File: src/rtl/voice_if.sv
// Key-level input and per-voice control outputs between the key board and the
// voice allocator; master drives keys, slave is the allocator.
interface voice_if #(
  parameter int NUM_KEYS   = 8,
  parameter int NUM_VOICES = 4,
  parameter int KEY_W      = 3
);
  logic [NUM_KEYS-1:0]           keys;
  logic [NUM_VOICES-1:0]         voice_active;
  logic [NUM_VOICES*KEY_W-1:0]   voice_key;
  logic [NUM_VOICES-1:0]         voice_start;
  logic                          steal;
  logic                          drop;
  logic [$clog2(NUM_VOICES):0]   active_count;

  modport master (
    output keys,
    input  voice_active, voice_key, voice_start, steal, drop, active_count
  );

  modport slave (
    input  keys,
    output voice_active, voice_key, voice_start, steal, drop, active_count
  );
endinterface

File: src/rtl/voice_allocator.sv
// Polyphonic voice allocator: assigns newly pressed keys to a fixed voice pool.
// Define VOICE_STEAL_EN to let a press take the oldest voice when all are busy.
module voice_allocator #(
  parameter int NUM_KEYS   = 8,
  parameter int NUM_VOICES = 4,
  parameter int KEY_W      = 3,
  parameter int AGE_W      = 2
) (
  input  logic   clk,
  input  logic   rst,
  voice_if.slave bus
);
  localparam int VID_W = $clog2(NUM_VOICES);
  localparam int CNT_W = VID_W + 1;
  localparam logic [AGE_W-1:0] AGE_MAX = '1;

  logic [NUM_KEYS-1:0]   keys_q, pending, press, pending_nx;
  logic                  armed;
  logic [NUM_VOICES-1:0] active, start, rel, active_nx, start_nx;
  logic [KEY_W-1:0]      vkey [NUM_VOICES];
  logic [AGE_W-1:0]      age  [NUM_VOICES];
  logic                  steal_r, drop_r, steal_nx, drop_nx;
  logic [CNT_W-1:0]      count, count_nx;
  logic                  have_cand, have_free, alloc, stall;
  logic [KEY_W-1:0]      cand;
  logic [VID_W-1:0]      free_v, target;

`ifdef VOICE_STEAL_EN
  logic [VID_W-1:0] old_v;
  logic [AGE_W-1:0] old_age;

  // Strictly-greater scan keeps the lowest index on equal ages.
  always_comb begin
    old_v   = '0;
    old_age = age[0];
    for (int v = 1; v < NUM_VOICES; v++) begin
      if (age[v] > old_age) begin
        old_v   = VID_W'(v);
        old_age = age[v];
      end
    end
  end
`endif

  always_comb begin
    // armed is low on the first edge after reset so keys held through reset
    // never look like presses.
    press = bus.keys & ~keys_q & {NUM_KEYS{armed}};
    rel   = '0;
    for (int v = 0; v < NUM_VOICES; v++)
      rel[v] = active[v] & ~bus.keys[vkey[v]];
    stall = |rel;

    have_cand = 1'b0;
    cand      = '0;
    for (int k = NUM_KEYS - 1; k >= 0; k--) begin
      if (pending[k] && bus.keys[k]) begin
        have_cand = 1'b1;
        cand      = KEY_W'(k);
      end
    end

    have_free = 1'b0;
    free_v    = '0;
    for (int v = NUM_VOICES - 1; v >= 0; v--) begin
      if (!active[v]) begin
        have_free = 1'b1;
        free_v    = VID_W'(v);
      end
    end

    alloc    = 1'b0;
    target   = free_v;
    steal_nx = 1'b0;
    drop_nx  = 1'b0;
    if (have_cand && !stall) begin
      if (have_free) begin
        alloc = 1'b1;
      end else begin
`ifdef VOICE_STEAL_EN
        alloc    = 1'b1;
        target   = old_v;
        steal_nx = 1'b1;
`else
        drop_nx  = 1'b1;
`endif
      end
    end

    pending_nx = (pending | press) & bus.keys;
    if (have_cand && !stall)
      pending_nx[cand] = 1'b0;

    active_nx = active & ~rel;
    start_nx  = '0;
    if (alloc) begin
      active_nx[target] = 1'b1;
      start_nx[target]  = 1'b1;
    end

    count_nx = '0;
    for (int v = 0; v < NUM_VOICES; v++)
      count_nx = count_nx + CNT_W'(active_nx[v]);
  end

  // Decision stage: all state and outputs register here.
  always_ff @(posedge clk) begin
    if (rst) begin
      keys_q  <= '0;
      armed   <= 1'b0;
      pending <= '0;
      active  <= '0;
      start   <= '0;
      steal_r <= 1'b0;
      drop_r  <= 1'b0;
      count   <= '0;
      for (int v = 0; v < NUM_VOICES; v++) begin
        vkey[v] <= '0;
        age[v]  <= '0;
      end
    end else begin
      keys_q  <= bus.keys;
      armed   <= 1'b1;
      pending <= pending_nx;
      active  <= active_nx;
      start   <= start_nx;
      steal_r <= steal_nx;
      drop_r  <= drop_nx;
      count   <= count_nx;
      if (alloc) begin
        for (int v = 0; v < NUM_VOICES; v++) begin
          if (VID_W'(v) == target) begin
            vkey[v] <= cand;
            age[v]  <= '0;
          end else if (active[v] && age[v] != AGE_MAX) begin
            age[v]  <= age[v] + AGE_W'(1);
          end
        end
      end
    end
  end

  for (genvar v = 0; v < NUM_VOICES; v++) begin : g_key_out
    assign bus.voice_key[v*KEY_W +: KEY_W] = vkey[v];
  end

  assign bus.voice_active = active;
  assign bus.voice_start  = start;
  assign bus.steal        = steal_r;
  assign bus.drop         = drop_r;
  assign bus.active_count = count;
endmodule
File: src/flat_wrapper.sv
// flat-port wrapper written by rule: the top's interface ports become plain ports
module voice_allocator_flat 
#(
  parameter int NUM_KEYS   = 8,
  parameter int NUM_VOICES = 4,
  parameter int KEY_W      = 3,
  parameter int AGE_W      = 2
)
  (clk, rst, bus_keys, bus_voice_active, bus_voice_key, bus_voice_start, bus_steal, bus_drop, bus_active_count);
  voice_if #(.NUM_KEYS(NUM_KEYS), .NUM_VOICES(NUM_VOICES), .KEY_W(KEY_W)) bus_i ();
  input  logic clk;
  input  logic rst;
  input wire logic [$bits(bus_i.keys)-1:0] bus_keys;
  output wire logic [$bits(bus_i.voice_active)-1:0] bus_voice_active;
  output wire logic [$bits(bus_i.voice_key)-1:0] bus_voice_key;
  output wire logic [$bits(bus_i.voice_start)-1:0] bus_voice_start;
  output wire logic [$bits(bus_i.steal)-1:0] bus_steal;
  output wire logic [$bits(bus_i.drop)-1:0] bus_drop;
  output wire logic [$bits(bus_i.active_count)-1:0] bus_active_count;
  assign bus_i.keys = bus_keys;
  assign bus_voice_active = bus_i.voice_active;
  assign bus_voice_key = bus_i.voice_key;
  assign bus_voice_start = bus_i.voice_start;
  assign bus_steal = bus_i.steal;
  assign bus_drop = bus_i.drop;
  assign bus_active_count = bus_i.active_count;
  voice_allocator #(.NUM_KEYS(NUM_KEYS), .NUM_VOICES(NUM_VOICES), .KEY_W(KEY_W), .AGE_W(AGE_W)) u_core (.clk(clk), .rst(rst), .bus(bus_i));
endmodule
File: config.mk
export PLATFORM = sky130hd
export DESIGN_NAME = voice_allocator_flat
export DESIGN_NICKNAME = d
export VERILOG_FILES = /design/src/rtl/voice_if.sv /design/src/rtl/voice_allocator.sv /design/src/flat_wrapper.sv
export SDC_FILE = /design/constraint.sdc
export NUM_CORES = 1
export LEC_CHECK = 0
export ABC_CLOCK_PERIOD_IN_PS = 5580
export CORE_MARGIN = 2
export CORE_UTILIZATION = 32
export CTS_CLUSTER_SIZE = 14
export DETAILED_ROUTE_END_ITERATION = 10
export GPL_TIMING_DRIVEN = 0
export PLACE_DENSITY = 0.58
export SLEW_MARGIN = 20
export SYNTH_ARGS = -nofsm -noshare
export SYNTH_HDL_FRONTEND = slang
export SYNTH_SLANG_ARGS = --single-unit
File: constraint.sdc
create_clock -name clk -period 5.58 [get_ports clk]
set_clock_uncertainty 0.2 [all_clocks]
set_input_delay 1.116 -clock clk [delete_from_list [all_inputs] [get_ports clk]]
set_output_delay 1.116 -clock clk [all_outputs]
set_load 0.05 [all_outputs]
# Word level (Yosys, flattened, before mapping)
# Memory sizes are Yosys's and may differ from the RTL's.
# Index checks and enable logic that the tools add are counted.
[totals]
register_bits = 29
latch_bits = 0
mem_bits_rw = 12
rom_bits = 0
input_bits = 10
out_inout_bits = 25
word_cells = 126
mem_count = 1
[memory_table]
columns = ["memory", "depth", "width", "read_ports", "rd_ports_with_merged_regs", "wr", "line", "text"]
rows = [
  ["u_core.vkey", 4, 3, 4, 0, 4, "voice_allocator.sv:20", "logic [KEY_W-1:0] vkey [NUM_VOICES];"],
]
[classes]
add_sub_neg = 3
n_mul = 0
n_div = 0
magnitude_cmp = 8
n_eq_ne = 3
shift = 0
muxes = 64
bitwise_logic = 24
reduce_logical = 16
[op_table]
columns = ["cell", "count"]
rows = [
  ["$mux 1", 40],
  ["$mux 3", 12],
  ["$and 8x8->8", 4],
  ["$lt 3x4->1 const B", 5],
  ["$not 8->8", 2],
  ["$bmux 1 s3", 4],
  ["$logic_and 1x1->1", 11],
  ["$mux 2", 4],
  ["$mux 8", 1],
  ["$or 8x8->8", 1],
  ["$add 3x1->3", 2],
  ["$not 1->1", 6],
  ["$and 1x1->1", 4],
  ["$and 4x4->4", 1],
  ["$eq 2x2->1 const A", 2],
  ["$mux 4", 1],
  ["$not 4->4", 1],
  ["$or 1x1->1", 4],
  ["$or 4x4->4", 1],
  ["$reduce_or 2->1", 2],
  ["$reduce_or 4->1", 1],
  ["$demux 1 s3", 1],
  ["$ge 3x1->1 const B", 1],
  ["$lt 2x3->1 const B", 1],
  ["6 further kinds", 6],
]

# Depth between registers and ports, before layout
[logic_depth]
depth_word = 16
ltp_mapped = 12
mapped_depth_nobuf = 11

# Least setup slack after synthesis
# No wires, ideal clock.
[synth_path]
path_type = "input to register"
start = "input bus_keys[0]"
end = "register u_core.count[1], in the netlist u_core.bus.active_count[1]"
setup_ns = 0.129
arrival_time_ns = 3.525
required_time_ns = 5.251
setup_slack_ns = 1.726
cell_stages = 9
cell_sequence = "buf_2 > mux2i_1 > mux4_2 > or4_4 > o32a_4 > fa_1 > inv_1 > ha_1 > nor2b_1"
[synth_between]
elab_chain_len = 12
word_cells_on_any_way = 29
cone_classes = "add/sub (3); mux (11); bitwise (11); reduce/logical (4)"
[synth_lines]
columns = ["element", "line", "text"]
rows = [
  ["from (decl)", "flat_wrapper.sv:13", "input wire logic [$bits(bus_i.keys)-1:0] bus_keys;"],
  ["$bmux 1 s3", "voice_allocator.sv:51", "rel[v] = active[v] & ~bus.keys[vkey[v]];"],
  ["$mux 1 (not written as such)", "voice_allocator.sv:51", ""],
  ["$not 1->1", "voice_allocator.sv:51", ""],
  ["$and 1x1->1", "voice_allocator.sv:51", ""],
  ["$reduce_or 4->1", "voice_allocator.sv:52", "stall = |rel;"],
  ["$logic_not 1->1", "voice_allocator.sv:76", "if (have_cand && !stall) begin"],
  ["$logic_and 1x1->1", "voice_allocator.sv:76", ""],
  ["$mux 1", "voice_allocator.sv:76", ""],
  ["$mux 4 (*)", "voice_allocator.sv:96", "if (alloc) begin"],
  ["$add 1x1->2", "voice_allocator.sv:103", "count_nx = count_nx + CNT_W'(active_nx[v]);"],
  ["$add 3x1->3", "voice_allocator.sv:103", ""],
  ["$add 3x1->3 (*)", "voice_allocator.sv:103", ""],
  ["via u_core.count_nx[1]", "voice_allocator.sv:23", "logic [CNT_W-1:0] count, count_nx;"],
  ["to (signal assigned)", "voice_allocator.sv:129", "count <= count_nx;"],
  ["to (decl)", "voice_allocator.sv:23", ""],
]
# Mark *: on every way through the listed nets, which the timed path passes. The rest lies on a longest branch. The select of a mux whose other input is x is not followed.
# A chain may end at the register's enable or synchronous reset.

# Final worst setup path
[layout_path]
start = "input bus_keys[7]"
end = "register u_core.count[1], in the netlist u_core.bus.active_count[1]"
[layout_between]
elab_chain_len = 15
word_cells_on_any_way = 36
cone_classes = "add/sub (3); mux (18); bitwise (11); reduce/logical (4)"
[layout_lines]
columns = ["element", "line", "text"]
rows = [
  ["$logic_and 1x1->1", "voice_allocator.sv:57", "if (pending[k] && bus.keys[k]) begin"],
  ["$mux 1 (8 in a row)", "voice_allocator.sv:57", ""],
  ["$logic_and 1x1->1", "voice_allocator.sv:76", ""],
  ["$mux 1", "voice_allocator.sv:76", ""],
  ["$mux 4 (*)", "voice_allocator.sv:96", ""],
  ["via u_core.active_nx[0]", "voice_allocator.sv:19", "logic [NUM_VOICES-1:0] active, start, rel, active_nx, start_nx;"],
  ["$add 1x1->2 (*)", "voice_allocator.sv:103", ""],
  ["$add 3x1->3 (*) (2 in a row)", "voice_allocator.sv:103", ""],
  ["via u_core.count_nx[1]", "voice_allocator.sv:23", ""],
]
# Marked as above.

==> summary.md <==
| Metric | Value |
|---|---|
| Tightest Pin Transition | 0.8515 ns |
| Total Wirelength | 5199 um |
| Minimum clock period | 4.435 ns |
| Tcrit/Tclk final | 0.7948 |
| Post-synth EDFFs | 12 |
| CTS tree | yes |
| Leak | 0.9574 nW |
| Root Buffer | clkbuf_8 |
| Hold Crit Start | u_core.bus.voice_active[3]$_SDFF_PP0_ |
| Fin. Hold Viols | 0 |
| Max clock buf depth | 2 |
| Crit path arrival time | 4.40 ns |
| Full die area | 7110 um^2 |
| Clk Latency, worst-skew pair | 0.29 ns |
| Critical path type | in2reg |
| DIE WIDTH | 84.32 um |
| Hold Crit Class | reg2reg |
| Flop pwr share | 0.471 |
| Register area share after synthesis | 0.4558 |
| Core Rows | 29 |
| Wire per inst | 15.90 um |
| Power Internal | 0.4938 mW |
| Setup TNS | 0 ns |
| Slew headroom | 0.4309 |
| TritonRoute pass-1 iters | 4 |
| Req. time, crit path | 5.54 ns |
| Post-synth ARST share | 0 |
| RSZ-0062 raised after global routing | false |
| Ys flop type | dfxtp_1 |
| Grt ovf | 0 |
| Gp weighted congestion | 0.8612 |
| Final setup viols | 0 |
| Layout cell share with drive strength beyond 1 | 0.09600 |
| CTS Sinks | 41 |
| Total track usage | 0.1557 |
| Endpoint class of the critical path | flop |
| Peak VDD IR | 0.0001216 V |
| Total CTS buffers | 5 |
| CP Max Fanout | 7 |
| Net Sw Frac | 0.3055 |
| Cell Chain, Critical Path | clkdlybuf4s50_1, mux2i_1, and3_1, o41ai_2, nand4b_1, o21ai_0, ha_1, inv_1, fa_1, inv_1, ha_1, nor2b_1 |
| Net switching power | 0.2172 mW |
| Worst Path Buf+Inv | 3 |
| Ports | 35 |
| Placeable Area | 6277 um^2 |
| Post-CTS setup buffer count | 0 |
| Htree depth | 2 |
| Critical Path Max Stage Delay | 0.69 ns |
| CTS clock-pin slew for the worst setup and hold paths | 0.08 ns |
| Hold_buf cts | 0 |
| Post-Synthesis Cells | 210 |
| Yosys reg bits | 41 |
| Die Ht | 84.32 um |
| Fill count | 638 |
| Antenna diodes | 0 |
| Vias/cell | 5.260 |
| Status | complete, no violations |
| CP max stage cell | clkdlybuf4s50_1 |
| Top Family by Delay on Critical Path | compound AO/OA/AOI/OAI gates |
| Area Overhead vs Synth | 25.15% |
| Setup crit start kind | primary input |
| Max cap viols | 0 |
| Util after Layout | 0.4116 |
| 1st-iter DRT viols | 94 |
| Synthesized Nets | 223 |
| Post-Syn Area per Cell | 9.831 um^2 |
| Synth Cell Area | 2064 um^2 |
| Yosys top cell area share | 0.2812 |
| Crit path from | bus_keys[7] |
| Net count reported at finish | 262 |
| Post-route ant nets | 0 |
| Vias in the first global route | 1645 |
| First-pass GRT wire length | 8749 um |
| Yosys cell types | 49 |
| Drt drc | 0 |
| Top cells by area, synth | dfxtp_1, edfxtp_1, nor2b_1 |
| Comb pwr share | 0.224 |
| Clock power share | 0.304 |
| Tot Pwr | 0.7111 mW |
| Max-slew violations | 0 |
| Yosys Warn Count | 0 |
| Post-DP HPWL | 3759 um |
| Total number of vias | 1720 |
| Cts repair resizes | 0 |
| Cell taking the most area after synthesis | dfxtp_1 |
| Worst r2r src | u_core.vkey[3][0]$_SDFFCE_PN0P_ |
| Total power density per cell area | 275.2 nW/um^2 |
| Number of I/O port buffers | 32 |
| Pin count of the biggest net entering global routing | 14 |
| Fmax | 225.5 MHz |
| Initial antenna violation count | 0 |
| Initial Util | 0.3289 |
## tightest hold or removal path: cells and delay by family, from the launching register on
kind	cells	cell delay, ns
and+or+nand+nor	2	0.13
DFF	1	0.36
## power groups by stage
stage	combinational, mW	clock, mW	sequential (mW)
3_5_place_dp	0.159	0	0.342
4_1_cts	0.160	0.220	0.335
6_report	0.159	0.216	0.335
3_3_place_gp	0.159	0	0.342
2_1_floorplan	0.0739	0	0.373
5_1_grt	0.174	0.237	0.338
## kinds of logic (layout without fill, tap and decap cells)
group | Yosys count | count (layout) | synth area share
other | 1 | 1 | 0.001816
flip-flops | 41 | 41 | 0.4558
buffers and inverters | 19 | 59 | 0.04121
AND/OR/NAND/NOR | 87 | 87 | 0.2400
AO/OA/AOI/OAI | 43 | 43 | 0.1527
adder cells (fa/ha/maj) | 3 | 3 | 0.02182
multiplexers | 16 | 16 | 0.08667
## layout make-up
class	instances	area, um^2	area share
Buffer	8	43.79	0.01695
Timing Repair Buffer	32	320.3	0.1240
Clock inverter	1	5.005	0.001937
Clock buffer	7	97.59	0.03777
Tap cell	77	96.34	0.03729
Inverter	11	41.29	0.01598
Sequential cell	41	940.9	0.3642
Multi-Input combinational cell	150	1039	0.4019
## final timing paths
check	to	cells after the start	slack [ns]
worst max-delay path	u_core.bus.active_count[1]$_SDFF_PP0_	12	1.14
worst min-delay path	u_core.bus.drop$_SDFF_PP0_	2	0.33
worst max register to register	u_core.bus.active_count[1]$_SDFF_PP0_	11	2.14
worst min register to register	u_core.bus.drop$_SDFF_PP0_	2	0.33
## state kept, by name, summed over array words and instances, names as in the netlist
signal / count
u_core.bus.active_count: 3
u_core.bus.voice_start: 4
u_core.bus.voice_active: 4
u_core.vkey: 12
u_core.bus.drop: 1
u_core.armed: 1
u_core.keys_q: 8
u_core.pending: 8
## cell usage in the layout, fill, tap and decap left out, types with 3 or more instances in the layout
cell	netlist	routed
clkdlybuf4s50_1	0	32
dfxtp_1	29	29
nor2b_1	20	20
nand2_1	15	15
edfxtp_1	12	12
nor2_1	11	11
inv_1	11	11
o21ai_0	11	11
mux2i_1	10	10
nor4_1	10	10
a21oi_1	7	7
nor3_1	6	6
mux2_2	5	5
clkbuf_8	0	5
clkbuf_1	3	4
nand3_1	4	4
a22oi_1	4	4
a22o_1	3	3
nand4b_1	3	3
nand2b_1	3	3
a21o_1	3	3
o311a_1	3	3
## cells in the mapped netlist, types with 2 or more instances
cell      count
nand4_1       2
a22o_1        3
nor3b_1       2
nor2_1       11
mux2i_1      10
nand4b_1      3
nand2_1      15
a31oi_1       2
a22oi_1       4
nor2b_1      20
a21oi_1       7
a21o_1        3
ha_1          2
nand3_1       4
o21ai_0      11
inv_1        11
or2_2         2
nor3_1        6
mux2_2        5
o311a_1       3
nand2b_1      3
edfxtp_1     12
nor4_1       10
buf_2         2
dfxtp_1      29
or3_1         2
o31ai_1       2
clkbuf_1      3
## metal layers
metal,global-route usage,part of all wire
met1,0.2394,0.49
met4,0.03079,0.0069
met3,0.03147,0.057
met5,0,0
met2,0.2258,0.45
## through the flow
| step | cell area, um^2 | worst slack, ns | cells | hold WS (ns) |
|---|---|---|---|---|
| after floorplan | 2064 | 1.726 | 210 | 0.2731 |
| final | 2584 | 1.145 | 327 | 0.3267 |
| after global routing | 2584 | 0.9100 | 327 | 0.3599 |
| after CTS | 2584 | 1.193 | 327 | 0.3271 |
| after global placement | 2481 | 0.9431 | 319 | 0.2996 |
| after detailed placement | 2481 | 0.8953 | 319 | 0.3094 |
(Power assumes the default switching activity.)
